`src/rtl/router_1xn_switch.sv`:
```
//==============================================================================
// router_1xn_switch - 1:N byte-serial packet router with per-channel FIFOs. Rev 1.0
//==============================================================================
`default_nettype none

module router_1xn_switch #(
  parameter int DW      = 8,
  parameter int N_OUT   = 3,
  parameter int DEPTH   = 16,
  parameter int TIMEOUT = 30
) (
  input  logic                clk,
  input  logic                rst,
  input  logic                pkt_vld,
  input  logic [DW-1:0]       d_in,
  input  logic [N_OUT-1:0]    rd_en,
  output logic                busy,
  output logic                err,
  output logic                drop,
  output logic [N_OUT-1:0]    vld_out,
  output logic [N_OUT*DW-1:0] d_out
);

  localparam int AW    = ($clog2(N_OUT) > 1) ? $clog2(N_OUT) : 1;
  localparam int LEN_W = DW - AW;
  localparam int PW    = $clog2(DEPTH);
  localparam int CW    = $clog2(DEPTH + 1);
  localparam int TW    = $clog2(TIMEOUT + 1);
  localparam logic [CW-1:0]    C_FULL    = CW'(DEPTH);
  localparam logic [TW-1:0]    C_TO_LAST = TW'(TIMEOUT - 1);
  localparam logic [AW:0]      C_NOUT    = (AW + 1)'(N_OUT);
  localparam logic [LEN_W:0]   C_BCNT_1  = (LEN_W + 1)'(1);

  typedef enum logic [2:0] {
    S_IDLE      = 3'd0,
    S_DECODE    = 3'd1,
    S_WAIT      = 3'd2,
    S_LOAD_HDR  = 3'd3,
    S_LOAD_DATA = 3'd4,
    S_FULL      = 3'd5,
    S_DROP      = 3'd6
  } state_t;

  state_t           r_state, w_next;
  logic [DW-1:0]    r_hdr, r_par;
  logic [LEN_W:0]   r_bcnt;
  logic             r_err, r_drop;
  logic [AW-1:0]    w_addr, w_dst;
  logic [LEN_W-1:0] w_len;
  logic             w_addr_ok;
  logic [N_OUT-1:0] w_full, w_empty, w_flush;
  logic             w_dst_full, w_dst_empty, w_dst_flush;
  logic             w_wr, w_cap, w_pay, w_chk;
  logic [DW-1:0]    w_wdata;

  assign w_addr      = r_hdr[AW-1:0];
  assign w_len       = r_hdr[DW-1:AW];
  assign w_addr_ok   = ({1'b0, w_addr} < C_NOUT);
  assign w_dst       = w_addr_ok ? w_addr : '0;
  assign w_dst_full  = w_full[w_dst];
  assign w_dst_empty = w_empty[w_dst];
  assign w_dst_flush = w_flush[w_dst];

  // busy drops in the FULL cycle that takes the held byte, so "busy low before
  // an edge" always means the byte on d_in is consumed at that edge.
  assign busy = (r_state == S_DECODE) | (r_state == S_WAIT) | (r_state == S_LOAD_HDR) |
                (((r_state == S_LOAD_DATA) | (r_state == S_FULL)) & w_dst_full);
  assign err  = r_err;
  assign drop = r_drop;

  always_comb begin
    w_next  = r_state;
    w_wr    = 1'b0;
    w_wdata = d_in;
    w_cap   = 1'b0;
    w_pay   = 1'b0;
    w_chk   = 1'b0;
    case (r_state)
      S_IDLE: begin
        if (pkt_vld) begin
          w_cap  = 1'b1;
          w_next = S_DECODE;
        end
      end
      S_DECODE: begin
        if (!w_addr_ok)       w_next = S_DROP;
        else if (w_dst_empty) w_next = S_LOAD_HDR;
        else                  w_next = S_WAIT;
      end
      S_WAIT: begin
        if (w_dst_empty) w_next = S_LOAD_HDR;
      end
      S_LOAD_HDR: begin
        if (w_dst_flush) begin
          w_next = S_DROP;
        end else begin
          w_wr    = 1'b1;
          w_wdata = r_hdr;
          w_next  = S_LOAD_DATA;
        end
      end
      S_LOAD_DATA, S_FULL: begin
        if (w_dst_flush) begin
          w_next = S_DROP;
        end else if (w_dst_full) begin
          w_next = S_FULL;
        end else begin
          w_wr = 1'b1;
          if (pkt_vld) begin
            w_pay  = 1'b1;
            w_next = S_LOAD_DATA;
          end else begin
            w_chk  = 1'b1;
            w_next = S_IDLE;
          end
        end
      end
      S_DROP: begin
        if (!pkt_vld) w_next = S_IDLE;
      end
      default: w_next = S_IDLE;
    endcase
  end

  always_ff @(posedge clk or posedge rst) begin
    if (rst) begin
      r_state <= S_IDLE;
      r_hdr   <= '0;
      r_par   <= '0;
      r_bcnt  <= '0;
      r_err   <= 1'b0;
      r_drop  <= 1'b0;
    end else begin
      r_state <= w_next;
      r_drop  <= (w_next == S_DROP) && (r_state != S_DROP);
      if (w_cap) begin
        r_hdr  <= d_in;
        r_par  <= d_in;
        r_bcnt <= '0;
        r_err  <= 1'b0;
      end else if (w_pay) begin
        r_par <= r_par ^ d_in;
        if (r_bcnt != '1) r_bcnt <= r_bcnt + C_BCNT_1;
      end else if (w_chk) begin
        r_err <= (r_par != d_in) | (r_bcnt != {1'b0, w_len});
      end
    end
  end

  for (genvar gi = 0; gi < N_OUT; gi++) begin : g_ch
    logic [DW-1:0] r_mem [DEPTH];
    logic [PW-1:0] r_wp, r_rp;
    logic [CW-1:0] r_cnt;
    logic [TW-1:0] r_to;
    logic [DW-1:0] r_dout;
    logic          w_wr_i, w_rd_i;

    assign w_wr_i       = w_wr & (w_dst == AW'(gi));
    assign w_rd_i       = rd_en[gi] & (r_cnt != '0);
    assign w_full[gi]   = (r_cnt == C_FULL);
    assign w_empty[gi]  = (r_cnt == '0);
    assign w_flush[gi]  = (r_cnt != '0) & ~rd_en[gi] & (r_to == C_TO_LAST);
    assign vld_out[gi]  = (r_cnt != '0);
    assign d_out[gi*DW +: DW] = r_dout;

    always_ff @(posedge clk) begin
      if (w_wr_i) r_mem[r_wp] <= w_wdata;
    end

    always_ff @(posedge clk or posedge rst) begin
      if (rst) begin
        r_wp   <= '0;
        r_rp   <= '0;
        r_cnt  <= '0;
        r_to   <= '0;
        r_dout <= '0;
      end else if (w_flush[gi]) begin
        r_wp  <= '0;
        r_rp  <= '0;
        r_cnt <= '0;
        r_to  <= '0;
      end else begin
        if (w_wr_i) r_wp <= r_wp + PW'(1);
        if (w_rd_i) begin
          r_dout <= r_mem[r_rp];
          r_rp   <= r_rp + PW'(1);
        end
        case ({w_wr_i, w_rd_i})
          2'b10:   r_cnt <= r_cnt + CW'(1);
          2'b01:   r_cnt <= r_cnt - CW'(1);
          default: r_cnt <= r_cnt;
        endcase
        if (rd_en[gi] || (r_cnt == '0)) r_to <= '0;
        else                            r_to <= r_to + TW'(1);
      end
    end
  end

endmodule

`default_nettype wire

```
`config.mk`:
```
export PLATFORM = sky130hd
export DESIGN_NAME = router_1xn_switch
export DESIGN_NICKNAME = d
export VERILOG_FILES = /design/src/rtl/router_1xn_switch.sv
export SDC_FILE = /design/constraint.sdc
export NUM_CORES = 1
export LEC_CHECK = 0
export ABC_AREA = 1
export CAP_MARGIN = 40
export CORE_ASPECT_RATIO = 1.4
export CORE_MARGIN = 3
export CORE_UTILIZATION = 40
export CTS_BUF_LIST = sky130_fd_sc_hd__clkbuf_4
export CTS_CLUSTER_DIAMETER = 50
export CTS_CLUSTER_SIZE = 24
export DETAILED_ROUTE_END_ITERATION = 7
export GPL_TIMING_DRIVEN = 1
export PLACE_DENSITY_LB_ADDON = 0.05
export SKIP_CTS_REPAIR_TIMING = 1
export SYNTH_ARGS = -nofsm -noshare
export SYNTH_HDL_FRONTEND = slang
export SYNTH_SLANG_ARGS = --single-unit
```
`constraint.sdc`:
```
create_clock -name clk -period 10.1 [get_ports clk]
set_input_delay 1.01 -clock clk [delete_from_list [all_inputs] [get_ports clk]]
set_output_delay 1.01 -clock clk [all_outputs]
set_load 0.01 [all_outputs]
```
* Word level (Yosys, flattened, before mapping)
Memories as Yosys holds them, arrays and structs flattened. A register that Yosys moved wholly into a read port is not among the register bits.
Index checks and enable logic that the tools add are counted.
** Word-level totals
- Bits in registers :: 82
- Memory bits (writable) :: 384
- Bits of input ports :: 14
- Output and inout port bits :: 30
- Memories :: 3
** Cells by class
- Add/subtract/negate cells :: 16
- Magnitude comparators :: 2
- Eq/ne operators :: 26
- Mux-type cells :: 70
- Bitwise operators :: 25
- Reduce and logical (&&, ||, !) cells :: 30
** Memories
- g_ch[0].r_mem :: words 16, bits a word 8, rd ports 1, clocked after Yosys merged registers in 1, write ports 1, RTL line 151 : logic [DW-1:0] r_mem [DEPTH];
- g_ch[1].r_mem :: words 16, bits a word 8, rd ports 1, clocked after Yosys merged registers in 1, write ports 1, RTL line 151
- g_ch[2].r_mem :: words 16, bits a word 8, rd ports 1, clocked after Yosys merged registers in 1, write ports 1, RTL line 151
** Operators with widths (count)
- $mux W4 :: 12
- $mux W5 :: 9
- $mux W8 :: 4
- $add A5 B1 Y5 const B :: 6
- $eq A5 B5 Y1 const B :: 6
- $pmux W5 S2 :: 3
- $mux W1 :: 25
- $add A4 B1 Y4 const B :: 6
- $mux W3 :: 7
- $mux W7 :: 3
- $pmux W3 S6 :: 1
- $reduce_bool A2 Y1 :: 9
- $logic_not A5 Y1 :: 3
- $reduce_bool A5 Y1 :: 3
- $sub A5 B1 Y5 const B :: 3
- $and A1 B1 Y1 :: 13
- $eq A3 B3 Y1 const B :: 4
- $reduce_and A2 Y1 :: 5
- $reduce_bool A3 Y1 :: 3
- $eq A2 B1 Y1 const B :: 4
- $eq A2 B2 Y1 const B :: 4
- $ne A8 B8 Y1 :: 1
- $xor A8 B8 Y8 :: 1
- $add A7 B1 Y7 const B :: 1
- other kinds (18) :: 33

* Longest topological paths before layout
- Word-level depth :: 11
- Mapped depth :: 23
- Depth with buffers taken out :: 23

* Worst setup path after synthesis
OpenSTA, ideal clock, no wires.
- Path kind :: input port to flip-flop
- From :: input rd_en[0]
- To :: memory g_ch[0].r_mem[0][4], data pin
- Library setup time :: 0.578 ns
- Arrival :: 3.597 ns
- Data required time :: 9.522 ns
- Path slack :: 5.926 ns
- Stages :: 7
- Buffers on the path :: 1
- Cells stage by stage :: inv_1 -> nand3_4 -> nand2_1 -> nand3_4 -> nand2_4 -> clkbuf_1 -> o21ai_0
** On the way
- Cells in the longest elaborated chain, start to end :: 7
** RTL lines
- start, declared :: RTL line 16 : input logic [N_OUT-1:0] rd_en,
- $not A1 Y1 :: RTL line 162 : assign w_flush[gi] = (r_cnt != '0) & ~rd_en[gi] & (r_to == C_TO_LAST);
- $and A1 B1 Y1 (2 in series) :: RTL line 162
- $bmux W1 S2 :: RTL line 62 : assign w_dst_flush = w_flush[w_dst];
- $mux W1 (not written as such) :: RTL line 62
- $mux W8 :: RTL line 94 : if (w_dst_flush) begin
- $mux W8 :: RTL line 78 : case (r_state)
- via w_wdata[4] :: RTL line 54 : logic [DW-1:0] w_wdata;
- end, declared :: RTL line 151
The timed path passes the listed nets, and every way through them passes these cells. The select of a mux whose other input is x is not followed.

* Final worst setup path
- From :: register r_hdr[1]
- To :: output busy
** On the way
- Cells in the longest elaborated chain, start to end :: 6
** RTL lines
- start, declared :: RTL line 45 : logic [DW-1:0] r_hdr, r_par;
- start signal, assigned :: RTL line 137 : r_hdr <= d_in;
- $lt A2 B2 Y1 :: RTL line 58 : assign w_addr_ok = ({1'b0, w_addr} < C_NOUT);
- $mux W2 * :: RTL line 59 : assign w_dst = w_addr_ok ? w_addr : '0;
- $bmux W1 S2 * :: RTL line 60 : assign w_dst_full = w_full[w_dst];
- $mux W1 (not written as such) * :: RTL line 60
- $and A1 B1 Y1 * :: RTL line 67 : (((r_state == S_LOAD_DATA) | (r_state == S_FULL)) & w_dst_full);
- $or A1 B1 Y1 * :: RTL line 66 : assign busy = (r_state == S_DECODE) | (r_state == S_WAIT) | (r_state == S_LOAD_HDR) |
- end, declared :: RTL line 17 : output logic busy,
Mark *: on every way between the ends. The rest lies on a longest branch, timed or not. The select of a mux whose other input is x is not followed.

==> results.md <==
* Outcome: completed
* Pleak at 8.13 nW
* HP Class: reg2reg
* CTS tree: built
* Hold Crit Start: g_ch[0].r_to[0]
* Final hold vios at 0
* NetSw at 0.00242 W
* Share of the synthesized area in the top cell type at 55.5%
* Worst Hold Path Cells at 1
* Number of global-route vias before repair at 13,400
* Inst Count DP at 2,322
* Nets at 1,761
* Reg2reg start: r_hdr[1]
* Max rail drop VDD at 0.000222 V
* Remaining antenna violation count at 0
* Area growth syn-to-layout at 9.75%
* Fillcell total at 4,747
* Reg2Reg Depth at 12
* Post-synthesis cell type count at 45
* CP Max Fanout at 5
* Post-Synthesis Mean Instance Area at 12.4 um^2
* EDFF count, synth at 384
* Placement row count at 98
* Via count at 13,100
* Crit end category: primary output
* Bufs on Longest Clock Path at 3
* Die height at 276 um
* GR Util All Layers at 19.5%
* Reg-to-reg slack, setup at 6.89 ns
* Largest cells by area after synthesis: edfxtp_1 55%, dfrtp_1 13%, nor2_1 4.7%, o21ai_0 3.7%, mux2i_1 3.2%
* Detailed placement HPWL at 33,300 um
* Cells after synthesis at 1,682
* First-pass GRT wire length at 81,000 um
* Final setup vio count at 0
* Clock skew at 0.0466 ns
* Synth Warn # at 0
* H-Tree Level Count at 2
* Netlist Area Pre-Place at 20,800 um^2
* Port buffer count at 43
* Non-Filler Instances at 2,402
* Critical path arrival at 3.16 ns
* Ys async rst share at 21.6%
* WHS Endpoint: g_ch[0].r_to[0]
* Post-Syn Nets at 1,727
* CP Launch Type: flip-flop
* WL final at 53,000 um
* CP required at 9.09 ns
* Worst-Skew Late Latency at 0.82 ns
* GRT Residual Overflow at 0
* Max Cap Viol at 0
* Final period util at 41.3%
* RSZ-0062 raised after global routing: false
* # clock sinks at 490
* Initial drt markers at 846
* Largest net degree at the start of global routing at 70
* Footprint of the multi-input gates at 5960 um^2
* Post-synth top cells: 384 x edfxtp_1, 259 x nor2_1, 153 x nand2_1, 153 x o21ai_0, 106 x dfrtp_1
* Initial Util at 40.5%
* Root Buffer: clkbuf_4
* Yosys reg bits at 490
* Final number of max-transition violations at 0
* R2R Path End: g_ch[1].r_mem[1][5]
* Routed wire length per instance at 22.0 um
* Post-synthesis sequential area ratio at 68.2%
* # IOs at 44
* Vias per inst at 5.46
* Die width at 199 um
* Comb pwr share at 38.2%
* Count leader, synth: edfxtp_1
* Layout cell share with drive strength beyond 1 at 8.97%
* Setup Crit Path Kind: reg2out
* F_max at 240 MHz
* Top FF cell, synth: edfxtp_1
* Switching part of the total at 40.1%
* Clk pin slew, worst setup/hold paths at 0.15 ns
* Die Area at 54,800 um^2
* Internal power at 0.00362 W
* Clock power share at 16.9%
* Worst-Margin Slew at 0.858 ns
* Total core area at 51,300 um^2
* Synth area leader: edfxtp_1
* Sequential cell fraction of total power at 44.8%
* Placer's final routability congestion estimate at 0.806
* Final Total Pwr at 0.00604 W
* PD cells at 265 nW/um^2
* Slew margin rel. at 42.8%
* Period minus WS final at 4.17 ns
* Remaining DRCs at 0
* Initial antenna violation count at 2
* Drt pass-1 iters at 7
* Sequential cell area at 14,200 um^2
* Setup TNS at 0 ns
* Total CTS buffers at 42
registers in the layout, indices dropped and copies added, names as in the netlist:
signal	cells
r_state	3
r_bcnt	7
g_ch.r_cnt	15
g_ch.r_rp	12
err	1
g_ch.r_dout	24
g_ch.r_to	15
g_ch.r_mem	384
g_ch.r_wp	12
r_hdr	8
r_par	8
drop	1
per-layer routing:
metal / routed length, um / global-route usage, %
met1: 22100 / 24.6
met2: 27400 / 34.8
met3: 1790 / 2.53
met4: 1760 / 6.70
met5: 0 / 0
stage by stage:
step / setup WS (ns) / cell area (um^2) / utilization [%] / hold WS [ns]
final: 5.93 / 22800 / 44.5 / 0.501
after detailed placement: 6.18 / 22200 / 43.2 / 0.485
after global placement: 6.19 / 22000 / 42.8 / 0.481
after floorplan: 5.93 / 20800 / - / 0.461
after global routing: 5.67 / 22800 / 44.5 / 0.531
after CTS: 5.78 / 22800 / 44.5 / 0.503
power groups by stage:
stage | Clock, W | Combinational, W | Sequential (W)
after detailed placement | 0 | 0.00234 | 0.00275
after global placement | 0 | 0.00220 | 0.00282
final | 0.00102 | 0.00231 | 0.00271
after floorplan | 0 | 0.00151 | 0.00268
after global routing | 0.00115 | 0.00256 | 0.00274
after CTS | 0.00107 | 0.00235 | 0.00271
critical path, cell delays in order (launching register included):
cell	delay, ns
dfrtp_1	0.42
inv_1	0.14
ha_1	0.34
inv_2	0.11
nor2_1	0.16
nand4_1	0.11
o21ai_1	0.12
nor2_2	0.09
nor3_1	0.14
inv_1	0.08
nand3_1	0.11
clkdlybuf4s50_1	0.55
how the worst max path moves through the flow:
stage	endpoint	cells after the start	from
2_1_floorplan	g_ch[0].r_mem[0][4]	7	rd_en[0]
3_3_place_gp	g_ch[1].r_mem[1][5]	11	rd_en[0]
3_5_place_dp	g_ch[1].r_mem[0][7]	11	rd_en[0]
4_1_cts	busy	11	r_hdr[1]
5_1_grt	busy	11	r_hdr[1]
6_report	busy	11	r_hdr[1]
area by class of cell:
type	instances	share of cell area, %
antenna	2	0.0219
clock buffer	49	1.61
clock inverter	29	1.24
inverter	113	1.90
multi-input combinational	1001	26.1
sequential	490	62.2
tap	650	3.57
timing repair buffer	68	3.32
logic make-up after synthesis:
logic type	Yosys count	share of synthesized area [%]
AND/OR/NAND/NOR	543	11.6
adder cells (fa/ha/maj)	31	1.87
buffers and inverters	191	3.55
multiplexers	67	3.23
AO/OA/AOI/OAI	339	10.7
XOR/XNOR	21	0.885
flip-flops	490	68.2
cell usage in the layout, fill, tap and decap left out, drive strengths merged, types with 49 or more instances in the layout:
master	Yosys	final
mux2i	67	67
clkbuf	62	49
inv	106	113
o221ai	68	68
dfrtp	106	106
edfxtp	384	384
o21ai	159	159
nand2	167	167
nand3	82	82
nor2	265	265
(Power assumes the default switching activity.)
